==> config.mk <==
export PLATFORM = sky130hd
export DESIGN_NAME = bhr_spec_controller_flat
export DESIGN_NICKNAME = d
export VERILOG_FILES = /design/src/rtl/bhr_spec_if.sv /design/src/rtl/bhr_spec_controller.sv /design/src/flat_wrapper.sv
export SDC_FILE = /design/constraint.sdc
export NUM_CORES = 1
export LEC_CHECK = 0
export CORE_UTILIZATION = 50
export DETAILED_ROUTE_END_ITERATION = 7
export PLACE_DENSITY = 0.78
export SLEW_MARGIN = 20
export SYNTH_ARGS = -nofsm -noshare
export SYNTH_HDL_FRONTEND = slang
export SYNTH_SLANG_ARGS = --single-unit
==> constraint.sdc <==
create_clock -name clk -period 3.3 [get_ports clk]
set_input_delay 0.495 -clock clk [delete_from_list [all_inputs] [get_ports clk]]
set_output_delay 0.495 -clock clk [all_outputs]
set_load 0.02 [all_outputs]
==> src/rtl/bhr_spec_if.sv <==
// Fetch/backend side of the branch history controller: prediction handshake, resolve, flush and history views.
// The master drives predictions and resolves. The slave is the controller and returns ready, tag and status.
interface bhr_spec_if #(
  parameter int HIST_W = 4,
  parameter int DEPTH  = 4
);
  localparam int TAG_W = $clog2(DEPTH);
  localparam int CNT_W = $clog2(DEPTH + 1);

  logic              pred_valid;
  logic              pred_taken;
  logic              pred_ready;
  logic [TAG_W-1:0]  pred_tag;
  logic              resolve_valid;
  logic              resolve_taken;
  logic              flush;
  logic [HIST_W-1:0] spec_hist;
  logic [HIST_W-1:0] commit_hist;
  logic              mispredict;
  logic [CNT_W-1:0]  inflight;
  logic              resolve_err;

  modport master (
    output pred_valid, pred_taken, resolve_valid, resolve_taken, flush,
    input  pred_ready, pred_tag, spec_hist, commit_hist, mispredict, inflight, resolve_err
  );

  modport slave (
    input  pred_valid, pred_taken, resolve_valid, resolve_taken, flush,
    output pred_ready, pred_tag, spec_hist, commit_hist, mispredict, inflight, resolve_err
  );
endinterface

==> src/rtl/bhr_spec_controller.sv <==
// Branch history sequencer: speculative history at fetch, committed history at in-order resolve, restore on mispredict/flush.
// Histories and pulses update one cycle after the event. pred_ready is combinational and drops when full, recovering, flushing or mispredicting.
module bhr_spec_controller #(
  parameter int HIST_W = 4,
  parameter int DEPTH  = 4
) (
  input logic       clk,
  input logic       rst,
  bhr_spec_if.slave bus
);
  localparam int TAG_W = $clog2(DEPTH);
  localparam int CNT_W = $clog2(DEPTH + 1);
  localparam logic [CNT_W-1:0] FULL = CNT_W'(DEPTH);

  typedef enum logic [0:0] {
    RUN     = 1'b0,
    RECOVER = 1'b1
  } state_t;

  state_t            state_q, state_d;
  logic [DEPTH-1:0]  dir_q;
  logic [TAG_W-1:0]  head_q, tail_q;
  logic [CNT_W-1:0]  cnt_q;
  logic [HIST_W-1:0] spec_q, commit_q, commit_d;
  logic              mis_q, err_q;

  logic res_fire, res_mis, squash, rdy, pred_fire;

  always_comb begin
    res_fire  = bus.resolve_valid && (cnt_q != '0);
    res_mis   = res_fire && (dir_q[head_q] != bus.resolve_taken);
    squash    = bus.flush || res_mis;
    rdy       = (state_q == RUN) && (cnt_q < FULL) && !bus.flush && !res_mis;
    pred_fire = bus.pred_valid && rdy;
    // A resolve retires even under flush, so the restore below sees the updated value.
    commit_d  = res_fire ? {commit_q[HIST_W-2:0], bus.resolve_taken} : commit_q;
  end

  always_comb begin
    state_d = state_q;
    case (state_q)
      RUN:     if (squash) state_d = RECOVER;
      RECOVER: state_d = RUN;
      default: state_d = RUN;
    endcase
  end

  always_ff @(posedge clk) begin
    if (rst) begin
      state_q  <= RUN;
      dir_q    <= '0;
      head_q   <= '0;
      tail_q   <= '0;
      cnt_q    <= '0;
      spec_q   <= '0;
      commit_q <= '0;
      mis_q    <= 1'b0;
      err_q    <= 1'b0;
    end else begin
      state_q  <= state_d;
      commit_q <= commit_d;
      mis_q    <= res_mis && !bus.flush;
      err_q    <= bus.resolve_valid && (cnt_q == '0);
      if (squash) begin
        spec_q <= commit_d;
        head_q <= tail_q;
        cnt_q  <= '0;
      end else begin
        if (res_fire) head_q <= head_q + TAG_W'(1);
        if (pred_fire) begin
          dir_q[tail_q] <= bus.pred_taken;
          tail_q        <= tail_q + TAG_W'(1);
          spec_q        <= {spec_q[HIST_W-2:0], bus.pred_taken};
        end
        case ({pred_fire, res_fire})
          2'b10:   cnt_q <= cnt_q + CNT_W'(1);
          2'b01:   cnt_q <= cnt_q - CNT_W'(1);
          default: cnt_q <= cnt_q;
        endcase
      end
    end
  end

  assign bus.pred_ready  = rdy;
  assign bus.pred_tag    = tail_q;
  assign bus.spec_hist   = spec_q;
  assign bus.commit_hist = commit_q;
  assign bus.mispredict  = mis_q;
  assign bus.inflight    = cnt_q;
  assign bus.resolve_err = err_q;
endmodule

==> src/flat_wrapper.sv <==
// flat-port wrapper written by rule: the top's interface ports become plain ports
module bhr_spec_controller_flat 
#(
  parameter int HIST_W = 4,
  parameter int DEPTH  = 4
)
  (clk, rst, bus_pred_valid, bus_pred_taken, bus_resolve_valid, bus_resolve_taken, bus_flush, bus_pred_ready, bus_pred_tag, bus_spec_hist, bus_commit_hist, bus_mispredict, bus_inflight, bus_resolve_err);
  bhr_spec_if #(.HIST_W(HIST_W), .DEPTH(DEPTH)) bus_i ();
  input logic clk;
  input logic rst;
  input wire logic [$bits(bus_i.pred_valid)-1:0] bus_pred_valid;
  input wire logic [$bits(bus_i.pred_taken)-1:0] bus_pred_taken;
  input wire logic [$bits(bus_i.resolve_valid)-1:0] bus_resolve_valid;
  input wire logic [$bits(bus_i.resolve_taken)-1:0] bus_resolve_taken;
  input wire logic [$bits(bus_i.flush)-1:0] bus_flush;
  output wire logic [$bits(bus_i.pred_ready)-1:0] bus_pred_ready;
  output wire logic [$bits(bus_i.pred_tag)-1:0] bus_pred_tag;
  output wire logic [$bits(bus_i.spec_hist)-1:0] bus_spec_hist;
  output wire logic [$bits(bus_i.commit_hist)-1:0] bus_commit_hist;
  output wire logic [$bits(bus_i.mispredict)-1:0] bus_mispredict;
  output wire logic [$bits(bus_i.inflight)-1:0] bus_inflight;
  output wire logic [$bits(bus_i.resolve_err)-1:0] bus_resolve_err;
  assign bus_i.pred_valid = bus_pred_valid;
  assign bus_i.pred_taken = bus_pred_taken;
  assign bus_i.resolve_valid = bus_resolve_valid;
  assign bus_i.resolve_taken = bus_resolve_taken;
  assign bus_i.flush = bus_flush;
  assign bus_pred_ready = bus_i.pred_ready;
  assign bus_pred_tag = bus_i.pred_tag;
  assign bus_spec_hist = bus_i.spec_hist;
  assign bus_commit_hist = bus_i.commit_hist;
  assign bus_mispredict = bus_i.mispredict;
  assign bus_inflight = bus_i.inflight;
  assign bus_resolve_err = bus_i.resolve_err;
  bhr_spec_controller #(.HIST_W(HIST_W), .DEPTH(DEPTH)) u_core (.clk(clk), .rst(rst), .bus(bus_i));
endmodule
==> flow_metrics.env, run 1 <==
export IMPL_clk_pin_slew_ns=0.13
export IMPL_endpoint="bus_pred_ready"
export IMPL_ys_warn_count=0
export IMPL_power_uw=573
export IMPL_cts_hold_buf=0
export IMPL_finalCritPeriodShare=0.931
export IMPL_critPathLaunchType="flip-flop"
export IMPL_h_tree_depth=1
export IMPL_core_area_um2=2190
export IMPL_grt_pass1_wl_um=4230
export IMPL_gp_congestion=0.891
export IMPL_post_cts_buffers=0
export IMPL_tightest_slew_ns=0.810
export IMPL_synthArstFlopShare=0
export IMPL_synth_edf_count=0
export IMPL_rsz0062_at_grt="no"
export IMPL_power_density_nw_per_um2=390
export IMPL_synth_area_um2=1160
export IMPL_synth_top_area_cell="dfxtp_1"
export IMPL_path_max_fanout=7
export IMPL_status="complete, no violations"
export IMPL_fmax_mhz=325
export IMPL_io_buffer_count=22
export IMPL_crit_path_start="u_core.head_q[0]"
export IMPL_area_growth_pct=26.8
export IMPL_drt_iter0_drc=29
export IMPL_ys_ff_latch=22
export IMPL_end_kind="primary output"
export IMPL_die_h_um=50.2
export IMPL_drc=0
export IMPL_grt_max_degree=27
export IMPL_antenna_cells=0
export IMPL_die_area_um2=2520
export IMPL_fin_skew_ns=0.00808
export IMPL_drt_vias_per_instance=5.62
export IMPL_cp_arrival_ns=2.58
export IMPL_cts_tree="built"
export IMPL_dr_pass1_iters=6
export IMPL_synth_top_cells_by_count="dfxtp_1, nand2_1, nand2b_1"
export IMPL_fin_util=0.671
export IMPL_r2r_end="u_core.bus.inflight[2]"
export IMPL_p_leak_uw=0.000545
export IMPL_maxCapViolCount=0
export IMPL_r2r_setup_slack_ns=0.56
export IMPL_relSlewSlack=0.458
export IMPL_floorplan_initialDensity=0.529
export IMPL_r2r_cells=11
export IMPL_finalCriticalPeriod_ns=3.07
export IMPL_grt_overflow=0
export IMPL_clkLatencyLatePin_ns=0.32
export IMPL_rows=17
export IMPL_grt_use_total=0.222
export IMPL_die_x_um=50.2
export IMPL_nNetsFinal=163
export IMPL_drv_slew=0
export IMPL_antenna_found_initial=0
export IMPL_ir_drop_mv=0.400
export IMPL_hp_class="flip-flop to flip-flop"
export IMPL_clock_root_buffer="clkbuf_4"
export IMPL_crit_type="flip-flop to primary output"
export IMPL_synthTopCellsByArea="dfxtp_1, ha_1, mux2i_1, mux2_2, nand2_1"
export IMPL_yosysMostFrequentCell="dfxtp_1"
export IMPL_synth_ff_type="dfxtp_1"
export IMPL_dp_final_hpwl_um=1830
export IMPL_routedWlPerCell_um=14.2
export IMPL_setup_violations=0
export IMPL_wl_um=2510
export IMPL_ctsResizeCount=0
export IMPL_clock_sinks=22
export IMPL_io_pins=23
export IMPL_synth_cell_types=34
export IMPL_report_final_hold_viol_count=0
export IMPL_reg2reg_from="u_core.head_q[0]"
export IMPL_synth_area_per_cell_um2=9.28
export IMPL_cts_buffer_depth=2
export IMPL_ys_seq_area_frac=0.380
export IMPL_drive_above_1_share=0.121
export IMPL_numCtsBuffers=3
export IMPL_postRouteAntennaNets=0
export IMPL_grt_pass1_vias=944
export IMPL_synth_net_count=138
export IMPL_fin_setup_tns_ns=0
export IMPL_via_count=994
export IMPL_synth_top_area_frac=0.380
export IMPL_required_ns=2.80
export IMPL_netlist_instances=125
cell families after synthesis:
kind of cell | after synthesis | share of synthesized area
compound gates | 22 | 0.142
xor+xnor | 6 | 0.0518
fa+ha+maj | 6 | 0.0712
buf+inv | 12 | 0.0399
flops | 22 | 0.380
mux | 12 | 0.120
simple gates | 45 | 0.195
report_power, final:
part | switching, µW | leakage [µW] | internal [µW]
registers | 8.26 | 0.000178 | 273
logic | 44.5 | 0.000339 | 38.4
clock network | 86.3 | 0.0000279 | 123
total | 139 | 0.000545 | 434
layout make-up:
type	count	area, µm²
Sequential cell	22	440
Tap cell	28	35.0
Timing Repair Buffer	25	243
Inverter	7	26.3
Clock inverter	1	30.0
Fill cell	180	721
Multi-Input combinational cell	91	673
Clock buffer	3	22.5
per-layer routing:
metal	vias to the layer above	GRT usage	part of all wire
met2	33	0.371	0.49
met1	478	0.278	0.45
met4	0	0.0714	0.0084
li1	479	-	-
met3	4	0.0545	0.050
met5	-	0	0
worst min path at each step:
stage,startpoint,end,slack (ns),depth (start not counted)
2_1_floorplan,u_core.state_q,u_core.state_q,0.44,1
3_3_place_gp,u_core.state_q,u_core.state_q,0.46,1
3_5_place_dp,u_core.state_q,u_core.state_q,0.47,1
4_1_cts,u_core.state_q,u_core.state_q,0.49,1
5_1_grt,u_core.dir_q[0],u_core.dir_q[0],0.52,2
6_report,u_core.state_q,u_core.state_q,0.49,1
cells in the final DEF, fill, tap and decap left out, types with 5 or more instances in the layout:
cell type	Yosys	layout
inv_1	7	7
mux2_2	5	5
nor2_1	6	6
nor3_1	5	5
ha_1	5	5
a21oi_1	8	8
clkdlybuf4s50_1	0	22
nand2_1	15	15
dfxtp_1	22	22
nand2b_1	9	9
mux2i_1	6	6
sequential cells by signal (all words and copies together), names as in the netlist:
signal / cells
u_core.bus.inflight: 3
u_core.dir_q: 4
u_core.bus.pred_tag: 2
u_core.head_q: 2
u_core.bus.mispredict: 1
u_core.bus.resolve_err: 1
u_core.bus.commit_hist: 4
u_core.state_q: 1
u_core.bus.spec_hist: 4
stage by stage:
stage	area (µm²)	setup slack, ns	hold slack (ns)	instances
after floorplan	1160	0.795	0.444	125
after global placement	1420	0.433	0.458	173
after detailed placement	1420	0.312	0.474	173
after CTS	1470	0.221	0.491	177
after global routing	1470	0.0918	0.522	177
final	1470	0.227	0.491	177
worst max-delay path, cell delays in order, from the launching register on:
cell and delay [ns]:
dfxtp_1 0.43, mux4_2 0.58, xor2_2 0.22, a21o_1 0.26
nor3_1 0.14, clkdlybuf4s50_1 0.62
No activity file was read; power rests on OpenSTA's default activity.
==> inputs of run 2 (changes only) <==
MAX_ROUTING_LAYER = met4   (was default)
REMOVE_ABC_BUFFERS = 1   (was default)
==> flow_metrics.env, run 2 (same netlist as run 1, synthesis figures left out) <==
export IMPL_status="complete, no violations"
export IMPL_h_tree_depth=1
export IMPL_die_h_um=50.2
export IMPL_maxCapViolCount=0
export IMPL_drt_iter0_drc=16
export IMPL_hp_class="flip-flop to flip-flop"
export IMPL_p_leak_uw=0.000533
export IMPL_drt_vias_per_instance=5.51
export IMPL_io_pins=23
export IMPL_grt_max_degree=27
export IMPL_wl_um=2320
export IMPL_path_max_fanout=7
export IMPL_io_buffer_count=22
export IMPL_area_growth_pct=24.7
export IMPL_via_count=969
export IMPL_fin_skew_ns=0.00185
export IMPL_fmax_mhz=328
export IMPL_tightest_slew_ns=0.825
export IMPL_cts_hold_buf=0
export IMPL_dr_pass1_iters=4
export IMPL_post_cts_buffers=0
export IMPL_cts_tree="built"
export IMPL_r2r_setup_slack_ns=0.55
export IMPL_finalCritPeriodShare=0.925
export IMPL_setup_violations=0
export IMPL_layout_common_cells="clkdlybuf4s50_1, dfxtp_1, nand2_1"
export IMPL_drc=0
export IMPL_setup_slack_ns=0.247
export IMPL_drive_above_1_share=0.115
export IMPL_rows=17
export IMPL_die_x_um=50.2
export IMPL_min_from="u_core.dir_q[0]"
export IMPL_antenna_found_initial=0
export IMPL_holdPathStages=2
export IMPL_antenna_cells=0
export IMPL_core_area_um2=2190
export IMPL_clock_root_buffer="clkbuf_4"
export IMPL_end_kind="primary output"
export IMPL_cp_arrival_ns=2.56
export IMPL_fin_setup_tns_ns=0
export IMPL_clk_pin_slew_ns=0.12
export IMPL_drv_slew=0
export IMPL_power_density_nw_per_um2=356
export IMPL_floorplan_initialDensity=0.529
export IMPL_critPathLaunchType="flip-flop"
export IMPL_clkLatencyLatePin_ns=0.31
export IMPL_ctsResizeCount=0
export IMPL_gp_congestion=0.816
export IMPL_grt_pass1_vias=932
export IMPL_reg2reg_from="u_core.head_q[0]"
export IMPL_ir_drop_mv=0.248
export IMPL_clock_sinks=22
export IMPL_nNetsFinal=162
export IMPL_finalCriticalPeriod_ns=3.05
export IMPL_rsz0062_at_grt="no"
export IMPL_dp_final_hpwl_um=1670
export IMPL_r2r_end="u_core.bus.inflight[2]"
export IMPL_required_ns=2.80
export IMPL_crit_type="flip-flop to primary output"
export IMPL_relSlewSlack=0.449
export IMPL_numCtsBuffers=3
export IMPL_place_ws_ns=0.327
export IMPL_routedWlPerCell_um=13.2
export IMPL_die_area_um2=2520
export IMPL_grt_pass1_wl_um=3960
export IMPL_report_final_hold_viol_count=0
export IMPL_r2r_cells=11
export IMPL_grt_use_total=0.216
export IMPL_hold_path_end="u_core.dir_q[0]"
export IMPL_postRouteAntennaNets=0
export IMPL_cts_buffer_depth=2
export IMPL_grt_overflow=0
==> run 2: power by group <==
part	internal (µW)	total, µW	switching, µW
clock network	67.5	152	84.7
logic	37.7	81.7	44.0
registers	273	281	8.00
==> run 2: area by class of cell <==
type                       count  area [µm²]
sequential                    22         440
timing repair buffer          24         235
clock buffer                   4        36.3
fill                         205         744
multi-input combinational     91         673
inverter                       7        26.3
tap                           28        35.0
==> run 2: worst max path at each step <==
stage                     cells past startpoint        startpoint                endpoint  slack, ns
final                                         5  u_core.head_q[0]          bus_pred_ready       0.25
after global routing                          5  u_core.head_q[0]          bus_pred_ready       0.18
after CTS                                     5  u_core.head_q[0]          bus_pred_ready       0.25
after detailed placement                     11    bus_pred_valid  u_core.bus.inflight[1]       0.33
after global placement                       11    bus_pred_valid  u_core.bus.inflight[1]       0.38
after floorplan                              11  u_core.head_q[0]  u_core.bus.inflight[2]       0.80
==> run 2: layer usage <==
layer / vias up / track usage / wire [µm]
met3: 5 / 0.0273 / 83
met1: 461 / 0.249 / 1030
li1: 483 / - / -
met2: 20 / 0.367 / 1160
met5: - / - / 0
met4: 0 / 0.110 / 42
==> run 2: worst max-delay path, cell delays in order, from the launching register on <==
cell	delay (ns)
dfxtp_1	0.43
mux4_2	0.57
xor2_2	0.22
a21o_1	0.26
nor3_1	0.14
clkdlybuf4s50_1	0.62
==> run 2: metrics by stage <==
| step | instance area (µm²) | hold WS (ns) | util | std cells | total power [µW] |
|---|---|---|---|---|---|
| after floorplan | 1140 | 0.437 | - | 120 | 332 |
| after global placement | 1410 | 0.463 | 0.644 | 172 | 366 |
| after detailed placement | 1410 | 0.468 | 0.644 | 172 | 368 |
| after CTS | 1450 | 0.487 | 0.660 | 176 | 516 |
| after global routing | 1450 | 0.517 | 0.660 | 176 | 533 |
| final | 1450 | 0.486 | 0.660 | 176 | 515 |
==> inputs of run 3 (changes only) <==
ABC_AREA = 1   (was default)
SLEW_MARGIN = 15   (was 20)
==> flow_metrics.env, run 3 <==
export IMPL_power_density_nw_per_um2=358
export IMPL_rows=17
export IMPL_grt_overflow=0
export IMPL_crit_path_start="bus_resolve_valid"
export IMPL_yosysMostFrequentCell="nand2_1"
export IMPL_die_h_um=50.6
export IMPL_fmax_mhz=390
export IMPL_fin_setup_tns_ns=0
export IMPL_synth_cell_types=25
export IMPL_relSlewSlack=0.735
export IMPL_grt_pass1_vias=936
export IMPL_fin_util=0.649
export IMPL_numCtsBuffers=3
export IMPL_netlist_instances=164
export IMPL_clock_root_buffer="clkbuf_4"
export IMPL_cts_buffer_depth=2
export IMPL_floorplan_initialDensity=0.533
export IMPL_antenna_cells=0
export IMPL_critPathLaunchType="primary input"
export IMPL_routedWlPerCell_um=10.9
export IMPL_ys_ff_latch=22
export IMPL_synthArstFlopShare=0
export IMPL_report_final_hold_viol_count=0
export IMPL_io_buffer_count=22
export IMPL_synth_top_area_frac=0.374
export IMPL_reg2reg_from="u_core.bus.inflight[1]"
export IMPL_ctsResizeCount=0
export IMPL_ir_drop_mv=0.336
export IMPL_maxCapViolCount=0
export IMPL_postRouteAntennaNets=0
export IMPL_cp_slowest_stage_delay_ns=0.59
export IMPL_synth_area_um2=1180
export IMPL_clk_pin_slew_ns=0.13
export IMPL_antenna_found_initial=0
export IMPL_synth_top_area_cell="dfxtp_1"
export IMPL_synthTopCellsByArea="dfxtp_1, nand2_1, inv_1, ha_1, nor2_1"
export IMPL_internal_power_uw=362
export IMPL_synth_edf_count=0
export IMPL_crit_type="primary input to primary output"
export IMPL_required_ns=2.80
export IMPL_dp_final_hpwl_um=1750
export IMPL_layout_commonest_cell="nand2_1"
export IMPL_tightest_slew_ns=0.396
export IMPL_drv_slew=0
export IMPL_rsz0062_at_grt="no"
export IMPL_layout_common_cells="nand2_1, inv_1, clkdlybuf4s50_1, dfxtp_1, nor2_1"
export IMPL_p_leak_uw=0.000644
export IMPL_fin_skew_ns=0.0116
export IMPL_ys_seq_area_frac=0.374
export IMPL_end_kind="primary output"
export IMPL_via_count=1064
export IMPL_area_growth_pct=21.9
export IMPL_status="complete, no violations"
export IMPL_cp_common_cell="clkdlybuf4s50_1"
export IMPL_p_clk_frac=0.241
export IMPL_crit_path_top_delay_cell="clkdlybuf4s50_1"
export IMPL_hp_class="flip-flop to flip-flop"
export IMPL_sw_frac_of_total=0.297
export IMPL_grt_use_total=0.211
export IMPL_clkLatencyLatePin_ns=0.31
export IMPL_finalCritPeriodShare=0.777
export IMPL_ys_warn_count=0
export IMPL_grt_max_degree=18
export IMPL_synth_top_cells_by_count="nand2_1, inv_1, dfxtp_1"
export IMPL_synth_ff_type="dfxtp_1"
export IMPL_gp_congestion=0.854
export IMPL_clock_sinks=22
export IMPL_drc=0
export IMPL_die_x_um=50.6
export IMPL_synth_area_per_cell_um2=7.19
export IMPL_setup_violations=0
export IMPL_die_area_um2=2560
export IMPL_cts_tree="built"
export IMPL_nNetsFinal=201
export IMPL_wl_um=2320
export IMPL_power_uw=515
export IMPL_drt_vias_per_instance=4.97
export IMPL_cpLargestDelayFamily="buffers and inverters"
export IMPL_cp_arrival_ns=2.07
export IMPL_p_seq_frac=0.555
export IMPL_endpoint="bus_pred_ready"
export IMPL_crit_buf_inv=4
export IMPL_finalCriticalPeriod_ns=2.56
export IMPL_r2r_setup_slack_ns=0.95
export IMPL_netSwitchingPower_uw=153
export IMPL_post_cts_buffers=0
export IMPL_dr_pass1_iters=4
export IMPL_io_pins=23
export IMPL_path_max_fanout=10
export IMPL_cts_hold_buf=0
export IMPL_drt_iter0_drc=19
export IMPL_path_cells="clkdlybuf4s50_1, nand2_2, inv_2, nand3_4, nand2_1, inv_1, clkdlybuf4s50_1"
export IMPL_h_tree_depth=1
export IMPL_core_area_um2=2210
export IMPL_r2r_end="u_core.bus.inflight[2]"
export IMPL_r2r_cells=13
export IMPL_drive_above_1_share=0.0968
export IMPL_cp_depth=7
export IMPL_power_frac_comb=0.203
export IMPL_grt_pass1_wl_um=3900
-- run 3: cell types whose count changed after synthesis, sizes merged, moves of 5 or more --
cell	delta
inv	+27
nand2	+23
nand3	+11
nor2	+11
o21ai	+10
nand2b	-9
mux2i	-6
mux2	-5
-- run 3: logic make-up after synthesis --
kind of cell / share of synthesized area
and+or+nand+nor: 0.317
AOI/OAI and AO/OA: 0.0913
xor gates and xnor gates: 0.0223
DFF: 0.374
adders and majority gates: 0.0701
buffers and inverters: 0.125
-- run 3: worst min-delay path by stage --
stage                        start              to  cells past startpoint
floorplan           u_core.state_q  u_core.state_q                      1
global placement    u_core.state_q  u_core.state_q                      1
detailed placement  u_core.state_q  u_core.state_q                      1
CTS                 u_core.state_q  u_core.state_q                      1
global route        u_core.state_q  u_core.state_q                      1
finish              u_core.state_q  u_core.state_q                      1
-- run 3: through the flow --
step | instances | area, µm² | hold WS, ns | setup slack (ns)
5_1_grt | 214 | 1440 | 0.454 | 0.681
4_1_cts | 214 | 1440 | 0.423 | 0.735
3_3_place_gp | 211 | 1410 | 0.408 | 0.622
6_report | 214 | 1440 | 0.419 | 0.737
3_5_place_dp | 211 | 1410 | 0.405 | 0.510
2_1_floorplan | 161 | 1160 | 0.390 | 1.08
-- run 3: final cells by class --
class	count	area, µm²
clock buffers	3	22.5
inverters	34	128
multi-input cells	105	591
repair buffers	22	220
fillers	197	776
well taps	28	35.0
flip-flops and latches	22	440
-- run 3: power by group through the flow --
stage | clock network [µW] | logic [µW] | registers [µW]
2_1_floorplan | 0 | 59.1 | 298
3_3_place_gp | 0 | 101 | 291
3_5_place_dp | 0 | 104 | 292
4_1_cts | 126 | 105 | 286
5_1_grt | 136 | 116 | 287
6_report | 124 | 105 | 286
-- run 3: per-layer routing --
metal | vias up | wire, µm | global-route usage
met5 | - | 0 | -
met4 | 0 | 49 | 0.111
met3 | 5 | 92 | 0.0273
met2 | 24 | 1070 | 0.327
met1 | 485 | 1110 | 0.268
li1 | 550 | - | -
